<file path="config.mk">
export PLATFORM = sky130hd
export DESIGN_NAME = coprocessor_addr_seq
export DESIGN_NICKNAME = d
export VERILOG_FILES = /design/src/rtl/coproc_seq_pkg.sv /design/src/rtl/coproc_addr_gen.sv /design/src/rtl/coprocessor_addr_seq.sv
export SDC_FILE = /design/constraint.sdc
export NUM_CORES = 1
export LEC_CHECK = 0
export BUFFER_PORTS_ARGS = -buffer_cell sky130_fd_sc_hd__buf_2
export CAP_MARGIN = 20
export CORE_ASPECT_RATIO = 1.1
export CORE_UTILIZATION = 50
export DETAILED_ROUTE_END_ITERATION = 8
export PLACE_DENSITY = 0.84
export SYNTH_ARGS = -nofsm -noshare
export SYNTH_HDL_FRONTEND = slang
export SYNTH_SLANG_ARGS = --single-unit
</file>
<file path="constraint.sdc">
create_clock -name clk -period 2.5 [get_ports clk]
set_input_delay 0.125 -clock clk [delete_from_list [all_inputs] [get_ports clk]]
set_output_delay 0.125 -clock clk [all_outputs]
set_load 0.02 [all_outputs]
</file>
<file path="src/rtl/coproc_seq_pkg.sv">
// ============================================================================
// coproc_seq_pkg : register offsets, CTRL/STATUS bit indices and FSM states
// Rev 1.0 - initial release
// ============================================================================
`default_nettype none

package coproc_seq_pkg;

   localparam logic [1:0] REG_BASE   = 2'd0;
   localparam logic [1:0] REG_LEN    = 2'd1;
   localparam logic [1:0] REG_STRIDE = 2'd2;
   localparam logic [1:0] REG_CTRL   = 2'd3;

   // CTRL write bits
   localparam int CTRL_START  = 0;
   localparam int CTRL_ABORT  = 1;
   localparam int CTRL_CLR    = 2;
   localparam int CTRL_IRQ_EN = 3;

   // STATUS read bits
   localparam int STAT_BUSY       = 0;
   localparam int STAT_DONE       = 1;
   localparam int STAT_ABORTED    = 2;
   localparam int STAT_IRQ_EN     = 3;
   localparam int STAT_REMAIN_LSB = 16;

   typedef enum logic [0:0] {
      IDLE = 1'b0,
      RUN  = 1'b1
   } state_t;

endpackage

`default_nettype wire

</file>
<file path="src/rtl/coproc_addr_gen.sv">
// ============================================================================
// coproc_addr_gen : address accumulator plus remaining-beat down-counter
// Rev 1.0 - initial release
// ============================================================================
`default_nettype none

module coproc_addr_gen
   import coproc_seq_pkg::*;
#(
   parameter int ADDR_W   = 15,
   parameter int CNT_W    = 16,
   parameter int STRIDE_W = 8
) (
   input  logic                clk,
   input  logic                reset,
   input  logic                load,
   input  logic                step,
   input  logic                clear,
   input  logic [ADDR_W-1:0]   base,
   input  logic [CNT_W-1:0]    length,
   input  logic [STRIDE_W-1:0] stride,
   output logic [ADDR_W-1:0]   cp_addr,
   output logic [CNT_W-1:0]    remaining,
   output logic                last
);

   localparam logic [CNT_W-1:0] C_ONE = CNT_W'(1);

   logic [ADDR_W-1:0] r_addr;
   logic [CNT_W-1:0]  r_remaining;
   logic [ADDR_W-1:0] w_stride_ext;

   assign w_stride_ext = ADDR_W'(stride);

   // clear only parks the address; the count is kept so software can see
   // how many beats an aborted run left behind
   always_ff @(posedge clk or posedge reset) begin
      if (reset) begin
         r_addr      <= '0;
         r_remaining <= '0;
      end else if (load) begin
         r_addr      <= base;
         r_remaining <= length;
      end else begin
         if (clear)
            r_addr <= '0;
         else if (step)
            r_addr <= r_addr + w_stride_ext;
         if (step)
            r_remaining <= r_remaining - C_ONE;
      end
   end

   assign cp_addr   = r_addr;
   assign remaining = r_remaining;
   assign last      = (r_remaining == C_ONE);

endmodule

`default_nettype wire

</file>
<file path="src/rtl/coprocessor_addr_seq.sv">
// ============================================================================
// coprocessor_addr_seq : Avalon-MM slave issuing a strided coprocessor address
// stream. Optional interrupt enabled by defining COPROC_SEQ_IRQ_EN.
// Rev 1.0 - initial release
// ============================================================================
`default_nettype none

module coprocessor_addr_seq
   import coproc_seq_pkg::*;
#(
   parameter int ADDR_W   = 15,
   parameter int CNT_W    = 16,
   parameter int STRIDE_W = 8
) (
   input  logic              clk,
   input  logic              reset,
   input  logic [1:0]        address,
   input  logic              chipselect,
   input  logic              write_n,
   input  logic [31:0]       writedata,
   output logic [31:0]       readdata,
   output logic [ADDR_W-1:0] cp_addr,
   output logic              cp_valid,
   input  logic              cp_ready,
   output logic              cp_last,
   output logic              irq
);

   state_t              r_state;
   state_t              w_state_nxt;
   logic [ADDR_W-1:0]   r_base;
   logic [CNT_W-1:0]    r_len;
   logic [STRIDE_W-1:0] r_stride;
   logic                r_done;
   logic                r_aborted;
   logic                w_done_nxt;
   logic                w_aborted_nxt;
   logic                w_irq_en;

   logic                w_wr;
   logic                w_ctrl_wr;
   logic                w_cfg_wr;
   logic                w_start;
   logic                w_abort;
   logic                w_clr;
   logic                w_busy;
   logic                w_beat;
   logic                w_load;
   logic                w_clear;
   logic                w_done_set;
   logic                w_abort_set;
   logic [CNT_W-1:0]    w_remaining;
   logic                w_last;
   logic                w_unused;

   assign w_wr      = chipselect & ~write_n;
   assign w_ctrl_wr = w_wr & (address == REG_CTRL);
   assign w_busy    = (r_state == RUN);
   assign w_cfg_wr  = w_wr & ~w_busy;
   assign w_start   = w_ctrl_wr & writedata[CTRL_START];
   assign w_abort   = w_ctrl_wr & writedata[CTRL_ABORT];
   assign w_clr     = w_ctrl_wr & writedata[CTRL_CLR];
   assign w_beat    = cp_valid & cp_ready;
   assign w_unused  = &{1'b0, writedata};

   // ---------------------------------------------------------------- registers
   always_ff @(posedge clk or posedge reset) begin
      if (reset) begin
         r_base   <= '0;
         r_len    <= '0;
         r_stride <= STRIDE_W'(1);
      end else if (w_cfg_wr) begin
         case (address)
            REG_BASE:   r_base   <= writedata[ADDR_W-1:0];
            REG_LEN:    r_len    <= writedata[CNT_W-1:0];
            REG_STRIDE: r_stride <= writedata[STRIDE_W-1:0];
            default:    ;
         endcase
      end
   end

   // ---------------------------------------------------------------- FSM
   always_ff @(posedge clk or posedge reset) begin
      if (reset)
         r_state <= IDLE;
      else
         r_state <= w_state_nxt;
   end

   always_comb begin
      w_state_nxt = r_state;
      w_load      = 1'b0;
      w_clear     = 1'b0;
      w_done_set  = 1'b0;
      w_abort_set = 1'b0;
      case (r_state)
         IDLE: begin
            // ABORT in the same write drops START
            if (w_start && !w_abort) begin
               if (r_len != '0) begin
                  w_state_nxt = RUN;
                  w_load      = 1'b1;
               end else begin
                  w_done_set  = 1'b1;
               end
            end
         end
         RUN: begin
            if (w_abort) begin
               w_state_nxt = IDLE;
               w_clear     = 1'b1;
               w_abort_set = 1'b1;
            end else if (w_beat && w_last) begin
               w_state_nxt = IDLE;
               w_clear     = 1'b1;
               w_done_set  = 1'b1;
            end
         end
         default: w_state_nxt = IDLE;
      endcase
   end

   // Status flags: a set in the same cycle as CLR takes priority
   always_comb begin
      w_done_nxt    = r_done;
      w_aborted_nxt = r_aborted;
      if (w_done_set)
         w_done_nxt = 1'b1;
      else if (w_abort_set || w_clr)
         w_done_nxt = 1'b0;
      if (w_abort_set)
         w_aborted_nxt = 1'b1;
      else if (w_clr)
         w_aborted_nxt = 1'b0;
   end

   always_ff @(posedge clk or posedge reset) begin
      if (reset) begin
         r_done    <= 1'b0;
         r_aborted <= 1'b0;
      end else begin
         r_done    <= w_done_nxt;
         r_aborted <= w_aborted_nxt;
      end
   end

   // ---------------------------------------------------------------- interrupt
`ifdef COPROC_SEQ_IRQ_EN
   logic r_irq_en;
   logic w_irq_en_nxt;
   logic r_irq;

   assign w_irq_en_nxt = w_ctrl_wr ? writedata[CTRL_IRQ_EN] : r_irq_en;

   // Built from next-state values so irq rises on the same edge as the flag
   always_ff @(posedge clk or posedge reset) begin
      if (reset) begin
         r_irq_en <= 1'b0;
         r_irq    <= 1'b0;
      end else begin
         r_irq_en <= w_irq_en_nxt;
         r_irq    <= w_irq_en_nxt & (w_done_nxt | w_aborted_nxt);
      end
   end

   assign w_irq_en = r_irq_en;
   assign irq      = r_irq;
`else
   assign w_irq_en = 1'b0;
   assign irq      = 1'b0;
`endif

   // ---------------------------------------------------------------- datapath
   coproc_addr_gen #(
      .ADDR_W   (ADDR_W),
      .CNT_W    (CNT_W),
      .STRIDE_W (STRIDE_W)
   ) u_addr_gen (
      .clk       (clk),
      .reset     (reset),
      .load      (w_load),
      .step      (w_beat),
      .clear     (w_clear),
      .base      (r_base),
      .length    (r_len),
      .stride    (r_stride),
      .cp_addr   (cp_addr),
      .remaining (w_remaining),
      .last      (w_last)
   );

   assign cp_valid = w_busy;
   assign cp_last  = cp_valid & w_last;

   // ---------------------------------------------------------------- read mux
   always_comb begin
      readdata = '0;
      case (address)
         REG_BASE:   readdata[ADDR_W-1:0]   = r_base;
         REG_LEN:    readdata[CNT_W-1:0]    = r_len;
         REG_STRIDE: readdata[STRIDE_W-1:0] = r_stride;
         REG_CTRL: begin
            readdata[STAT_BUSY]                        = w_busy;
            readdata[STAT_DONE]                        = r_done;
            readdata[STAT_ABORTED]                     = r_aborted;
            readdata[STAT_IRQ_EN]                      = w_irq_en;
            readdata[STAT_REMAIN_LSB +: CNT_W]         = w_remaining;
         end
         default: readdata = '0;
      endcase
   end

endmodule

`default_nettype wire

</file>
# Word-level counts from Yosys, hierarchy flattened
# Cells that the tools add are included.
# Widths: inputs -> output; s select.
[word_totals]
rom_bits = 0
wordCells = 66
latch_bits = 0
mem_bits_rw = 0
mem_count = 0
register_bits = 73
[op_classes]
bitwise_logic = 10
n_shift = 0
addsub = 2
order_cmp = 0
n_reduce_logical = 13
eq_ne = 4
mux = 29
div_mod_pow = 0
n_mul = 0
[op_table]
columns = ["operator", "n"]
rows = [
  ["$mux 16", 3],
  ["$mux 15", 3],
  ["$mux 1", 18],
  ["$eq 16x1->1 const B", 1],
  ["$pmux 4 s4", 1],
  ["$reduce_bool 16->1", 1],
  ["$sub 16x1->16 const B", 1],
  ["$add 15x8->15", 1],
  ["$pmux 7 s2", 1],
  ["$pmux 4 s3", 1],
  ["$and 1x1->1", 8],
  ["$reduce_and 2->1", 3],
  ["$reduce_bool 2->1", 3],
  ["$eq 2x2->1 const B", 2],
  ["$pmux 1 s2", 2],
  ["$reduce_bool 3->1", 1],
  ["$eq 2x1->1 const B", 1],
  ["$logic_and 1x1->1", 2],
  ["$logic_not 2->1", 1],
  ["$not 1->1", 2],
  ["$logic_not 1->1", 1],
  ["$logic_or 1x1->1", 1],
]

# Longest topological paths before layout
[depth]
depth_word = 9
mapped_depth = 8

# By module
# Synthesis repeated with hierarchy kept, for this count alone.
[unflattened]
cells_unflattened = 399
hier_area_um2 = 4162.7
[by_module_without_submodules]
columns = ["mod", "area_each_um2", "cells_per_inst", "instances"]
rows = [
  ["coprocessor_addr_seq", 2195.9, 179, 1],
  ["coproc_addr_gen", 1966.9, 220, 1],
]

# Worst setup path after synthesis
# OpenSTA, ideal clock, no wires.
[synth_timing]
kind = "register -> register"
startpoint = "reg u_addr_gen.r_addr[0] (netlist: u_addr_gen.cp_addr[0])"
endpoint = "reg u_addr_gen.r_addr[8] (netlist: u_addr_gen.cp_addr[8])"
arrival_time_ns = 2.094
synth_period_minus_slack_ns = 2.176
stages_incl_launch_ff = 8
slack_ns = 0.324
setup_ns = 0.083
path_cell_list = "dfrtp_1 > ha_1 > fa_1 > a21oi_1 > nand4b_1 > a31oi_1 > a2111o_1 > o21ai_0"
[synth_via]
elab_chain_len = 4
[synth_rtl]
columns = ["element", "line_no", "text"]
rows = [
  ["start, declared", "coproc_addr_gen.sv:29", "logic [ADDR_W-1:0] r_addr;"],
  ["start signal, assigned", "coproc_addr_gen.sv:42", "r_addr <= base;"],
  ["start signal, assigned", "coproc_addr_gen.sv:48", "r_addr <= r_addr + w_stride_ext;"],
  ["$add 15x8->15", "coproc_addr_gen.sv:48", ""],
  ["$mux 15", "coproc_addr_gen.sv:47", "else if (step)"],
  ["$mux 15", "coproc_addr_gen.sv:45", "if (clear)"],
  ["$mux 15", "coproc_addr_gen.sv:41", "end else if (load) begin"],
]
# Every way passes these cells. The select of a mux whose other input is x is not followed.
# A chain may end at the register's enable or synchronous reset.

# Final worst setup path
[layout_timing]
startpoint = "reg r_len[2]"
endpoint = "reg u_addr_gen.r_addr[6] (netlist: u_addr_gen.cp_addr[6])"
[layout_via]
elab_chain_len = 5
elab_cells_between_ends = 6
classes_between = "mux: 4; reduce/logical: 2"
[layout_rtl]
columns = ["element", "line_no", "text"]
rows = [
  ["start, declared", "coprocessor_addr_seq.sv:32", "logic [CNT_W-1:0] r_len;"],
  ["start signal, assigned", "coprocessor_addr_seq.sv:75", "REG_LEN: r_len <= writedata[CNT_W-1:0];"],
  ["$reduce_bool 16->1 (*)", "coprocessor_addr_seq.sv:100", "if (r_len != '0) begin"],
  ["$mux 1 (*)", "coprocessor_addr_seq.sv:100", ""],
  ["$mux 1 (*)", "coprocessor_addr_seq.sv:99", "if (w_start && !w_abort) begin"],
  ["$mux 1 (*)", "coprocessor_addr_seq.sv:96", "case (r_state)"],
  ["$reduce_bool 3->1 (no source line) or $mux 15 (tied branches)", "-", ""],
]
# Mark *: on every way between the ends. The rest lies on a longest branch, timed or not.

==> flow_results.org <==
** Run status
- Result of the run :: completed

** Synth
- Prevailing post-synth register cell :: sky130_fd_sc_hd__dfrtp_1
- Main combinational cell family by area after synthesis :: simple AND/OR/NAND/NOR gates
- Post-Synth XOR/XNOR Area :: 0.02333
- In the synthesized netlist the async set-or-reset flop fraction comes to 1.000.
- Cell type with the highest aggregate area in the netlist :: sky130_fd_sc_hd__dfrtp_1
- The portion of synthesized area spent on multiplexers is 0.1542.
- Syn. warnings :: 0
- Synthesis produced 396 cells.
- Yosys cell types :: 63
- Synth area leaders :: sky130_fd_sc_hd__dfrtp_1, sky130_fd_sc_hd__mux2_2, sky130_fd_sc_hd__nand2_1
- Proportion of netlist area held by the largest area contributor :: 0.4362
- The share of the Yosys chip area taken by registers is 0.4426.
- Number of synthesized register bits :: 73
- Of the total synthesized cell area, the portion taken by AND, OR, NAND and NOR gates is 0.1872.
- Post-Synth Adder-Cell Area :: 0.03514
- Post-synth design cell area :: 4130 sq um
- Post-synthesis net count :: 446
- Post-synthesis average cell area :: 10.43 sq um
- Counting flops with a built-in enable in the synthesized netlist gives 0.
- The compound-cell area share of the yosys netlist was 0.1254.

** Detailed routing
- Number of nets with antenna violations after detailed routing :: 0
- Number of iterations in the first detailed-routing pass :: 5
- Wires add up to 10,770 microns.
- After detailed routing, the number of vias per cell comes to 6.076.
- For this run, design rule violations remaining after detail routing come to 0.
- Dividing the detail-routed wire length by the instance count gives 18.54 microns.
- Via count :: 3,530
- The first routing iteration left 351 violations.

** Timing
- Count of final setup violators :: 0
- Derived from the worst setup path, the maximum achievable clock frequency is 0.4203 GHz.
- The count of final max-slew check failures is 0.
- Max-slew headroom at the worst pin :: 0.4943
- Skew final :: 0.01030 ns
- Of the available clock period, the critical path in the final layout requires 0.9517.
- Worst hold slack after final layout :: 0.02648 ns
- Setup TNS Final :: 0 ns
- The hold violation total from the final report was 0.
- Setup repair after global routing left no endpoint under its margin.
- Setup ws final :: 0.1208 ns
- Transition at the pin with the smallest max-transition slack :: 0.7575 ns
- Subtracting the final worst setup slack from the clock period gives 2.379 ns.

** Clock tree
- The H-tree generated during clock tree synthesis spans 3 levels.
- Clock tree from TritonCTS :: yes
- Sinks on the clock net :: 73
- Number of buffers inserted by post-CTS setup repair :: 0
- Clock-pin slew was measured on the worst setup and hold paths at 0.08 ns.
- Number of clock buffers inserted by TritonCTS :: 9
- The tree is rooted in a sky130_fd_sc_hd__clkbuf_8.
- The clock passes through at most 2 buffers.
- Clock insertion delay at the later pin of the skew report :: 0.34 ns

** Placement
- In this run the tool buffered the top-level ports with 71 buffer cells.
- Detailed placement ended at an HPWL of 7724 microns.
- Placed instance area :: 4602 sq um
- RePlAce Congestion :: 0.8264
- Counting tap cells, the placed design contains a total of 564 instances.
- Place WS :: 0.1947 ns

** Power
- Leakage Power :: 2.247 nW
- Power after layout :: 4.873 mW
- Peak VDD IR :: 0.4306 mV
- PD cells :: 1018 nW/um^2

** Global route
- Wire length of the first global-routing pass :: 17,390 microns
- The number of antenna violations at the first check in global routing was 0.
- Via count of the first global-routing pass :: 3,583
- Entering global routing, the biggest net connects 41 pins.
- GRT Util Overall :: 0.2659
- The total overflow left after global routing is 0.

** Cells and area
- Synth-to-layout area growth :: 15.93%
- With fillers left out, the area of the finished cells amounts to 4788 sq um.
- Post-route insts no fill :: 581
- Measured on the finished design, the core utilization comes to 0.6019.
- At the end of the flow, the number of nets in the layout was 518.
- Number of diodes :: 0
- Of the cells placed in the final design, the portion with a size suffix greater than 1 is 0.3214.

** Setup path
- The critical path is of the register to register type.
- STA puts the critical path data arrival time at 2.61 ns.
- The worst setup path is launched from a register.
- Worst Path Required :: 2.73 ns
- STA classifies the critical path endpoint as a register.
- Of all nets on the critical path, the largest fanout is 9.

** Floorplan
- The initial utilization of the core area, before any placement, comes to 0.5192.
- The die is 97.33 microns tall.
- Total I/O pin count :: 89
- The core region is 7955 sq um.
- The floorplan step defined a die boundary enclosing 8628 sq um.
- The floorplan has 34 rows.
- Overall die width :: 88.66 microns

** Job
- Across the run, the number of max-cap violations was 0.

** Hold path
- Min-Delay Path Class :: input port to register
cell families (layout without fill, tap and decap cells):
logic type / after synthesis / in the layout
other cells: 1 / 1
simple gates: 139 / 139
buf+inv: 26 / 103
mux: 55 / 55
compound gates: 80 / 80
flops: 73 / 73
xor+xnor: 11 / 11
fa+ha+maj: 11 / 11
cell type report:
| type | instances | area [sq um] |
|---|---|---|
| inverter | 4 | 15.01 |
| clock buffer | 16 | 170.2 |
| multi-input combinational | 297 | 2180 |
| timing repair buffer | 83 | 460.4 |
| fill | 640 | 3167 |
| tap | 108 | 135.1 |
| sequential | 73 | 1828 |
path summary, 6_finish.rpt:
check | slack (ns) | endpoint | depth (start not counted) | start
min in group asynchronous | 0.46 | u_addr_gen.remaining[5]$_DFFE_PP0P_ | 3 | reset
max in group asynchronous | 1.32 | r_stride[0]$_DFFE_PP1P_ | 4 | reset
setup / recovery | 0.12 | u_addr_gen.cp_addr[6]$_DFFE_PP0P_ | 6 | r_len[2]$_DFFE_PP0P_
hold reg to reg | 0.50 | r_aborted$_DFFE_PP0P_ | 1 | r_aborted$_DFFE_PP0P_
hold / removal | 0.03 | r_len[11]$_DFFE_PP0P_ | 2 | writedata[11]
setup reg to reg | 0.12 | u_addr_gen.cp_addr[6]$_DFFE_PP0P_ | 6 | r_len[2]$_DFFE_PP0P_
layout by cell type, fill, tap and decap left out, types with 6 or more instances in the layout:
master / instances
sky130_fd_sc_hd__o22ai_1: 6
sky130_fd_sc_hd__nand2_1: 37
sky130_fd_sc_hd__clkbuf_8: 11
sky130_fd_sc_hd__nor2_1: 31
sky130_fd_sc_hd__dfrtp_1: 72
sky130_fd_sc_hd__mux2_2: 39
sky130_fd_sc_hd__a21oi_1: 13
sky130_fd_sc_hd__a21o_1: 6
sky130_fd_sc_hd__or3_1: 6
sky130_fd_sc_hd__and3_1: 20
sky130_fd_sc_hd__nand3_1: 10
sky130_fd_sc_hd__ha_1: 10
sky130_fd_sc_hd__o21ai_0: 27
sky130_fd_sc_hd__buf_2: 71
sky130_fd_sc_hd__mux2i_1: 13
sky130_fd_sc_hd__xor2_1: 7
sky130_fd_sc_hd__buf_4: 10
state kept, by name, indices dropped and copies added, names as in the netlist:
signal / count
u_addr_gen.remaining: 16
r_done: 1
r_stride: 8
r_base: 15
r_aborted: 1
cp_valid: 1
r_len: 16
u_addr_gen.cp_addr: 15
timing repair:
action                                 in CTS  in global routing
endpoints found under the hold margin      33                  0
setup endpoints to repair                   0                  1
hold buffers                                1                  0
resized for setup                           0                  1
metal layers:
metal	GRT usage	part of all wire
met4	0.1141	0.022
met1	0.3435	0.41
met5	0	0
met3	0.05098	0.053
met2	0.4308	0.52
worst max-delay path: stages, from the launching register on:
cell,delay [ns]
sky130_fd_sc_hd__dfrtp_1,0.42
sky130_fd_sc_hd__nor4_1,0.44
sky130_fd_sc_hd__nand4_1,0.22
sky130_fd_sc_hd__and2_4,0.19
sky130_fd_sc_hd__or3_1,0.49
sky130_fd_sc_hd__buf_4,0.23
sky130_fd_sc_hd__o31ai_1,0.27
Yosys cell counts (3+ instances only):
cell type,n
sky130_fd_sc_hd__a21o_1,6
sky130_fd_sc_hd__o311ai_0,3
sky130_fd_sc_hd__ha_1,10
sky130_fd_sc_hd__mux4_2,3
sky130_fd_sc_hd__xor2_1,7
sky130_fd_sc_hd__nor4_1,5
sky130_fd_sc_hd__mux2i_1,13
sky130_fd_sc_hd__dfrtp_1,72
sky130_fd_sc_hd__o21ai_0,27
sky130_fd_sc_hd__o211ai_1,3
sky130_fd_sc_hd__nand2b_1,3
sky130_fd_sc_hd__nor2_1,31
sky130_fd_sc_hd__buf_2,10
sky130_fd_sc_hd__nand3_1,10
sky130_fd_sc_hd__xnor2_1,4
sky130_fd_sc_hd__or3_1,6
sky130_fd_sc_hd__o22ai_1,6
sky130_fd_sc_hd__inv_1,4
sky130_fd_sc_hd__a31oi_1,6
sky130_fd_sc_hd__a221o_1,3
sky130_fd_sc_hd__a21oi_1,13
sky130_fd_sc_hd__mux2_2,39
sky130_fd_sc_hd__and3_1,20
sky130_fd_sc_hd__nand2_1,37
sky130_fd_sc_hd__clkbuf_1,7
power by group:
part           switching [mW]  internal (mW)  leakage (nW)  total [mW]
sequential              0.471           1.57         0.883        2.05
combinational            1.10          0.900          1.28        2.00
clock                   0.410          0.418        0.0850       0.828
(Power assumes the default switching activity.)
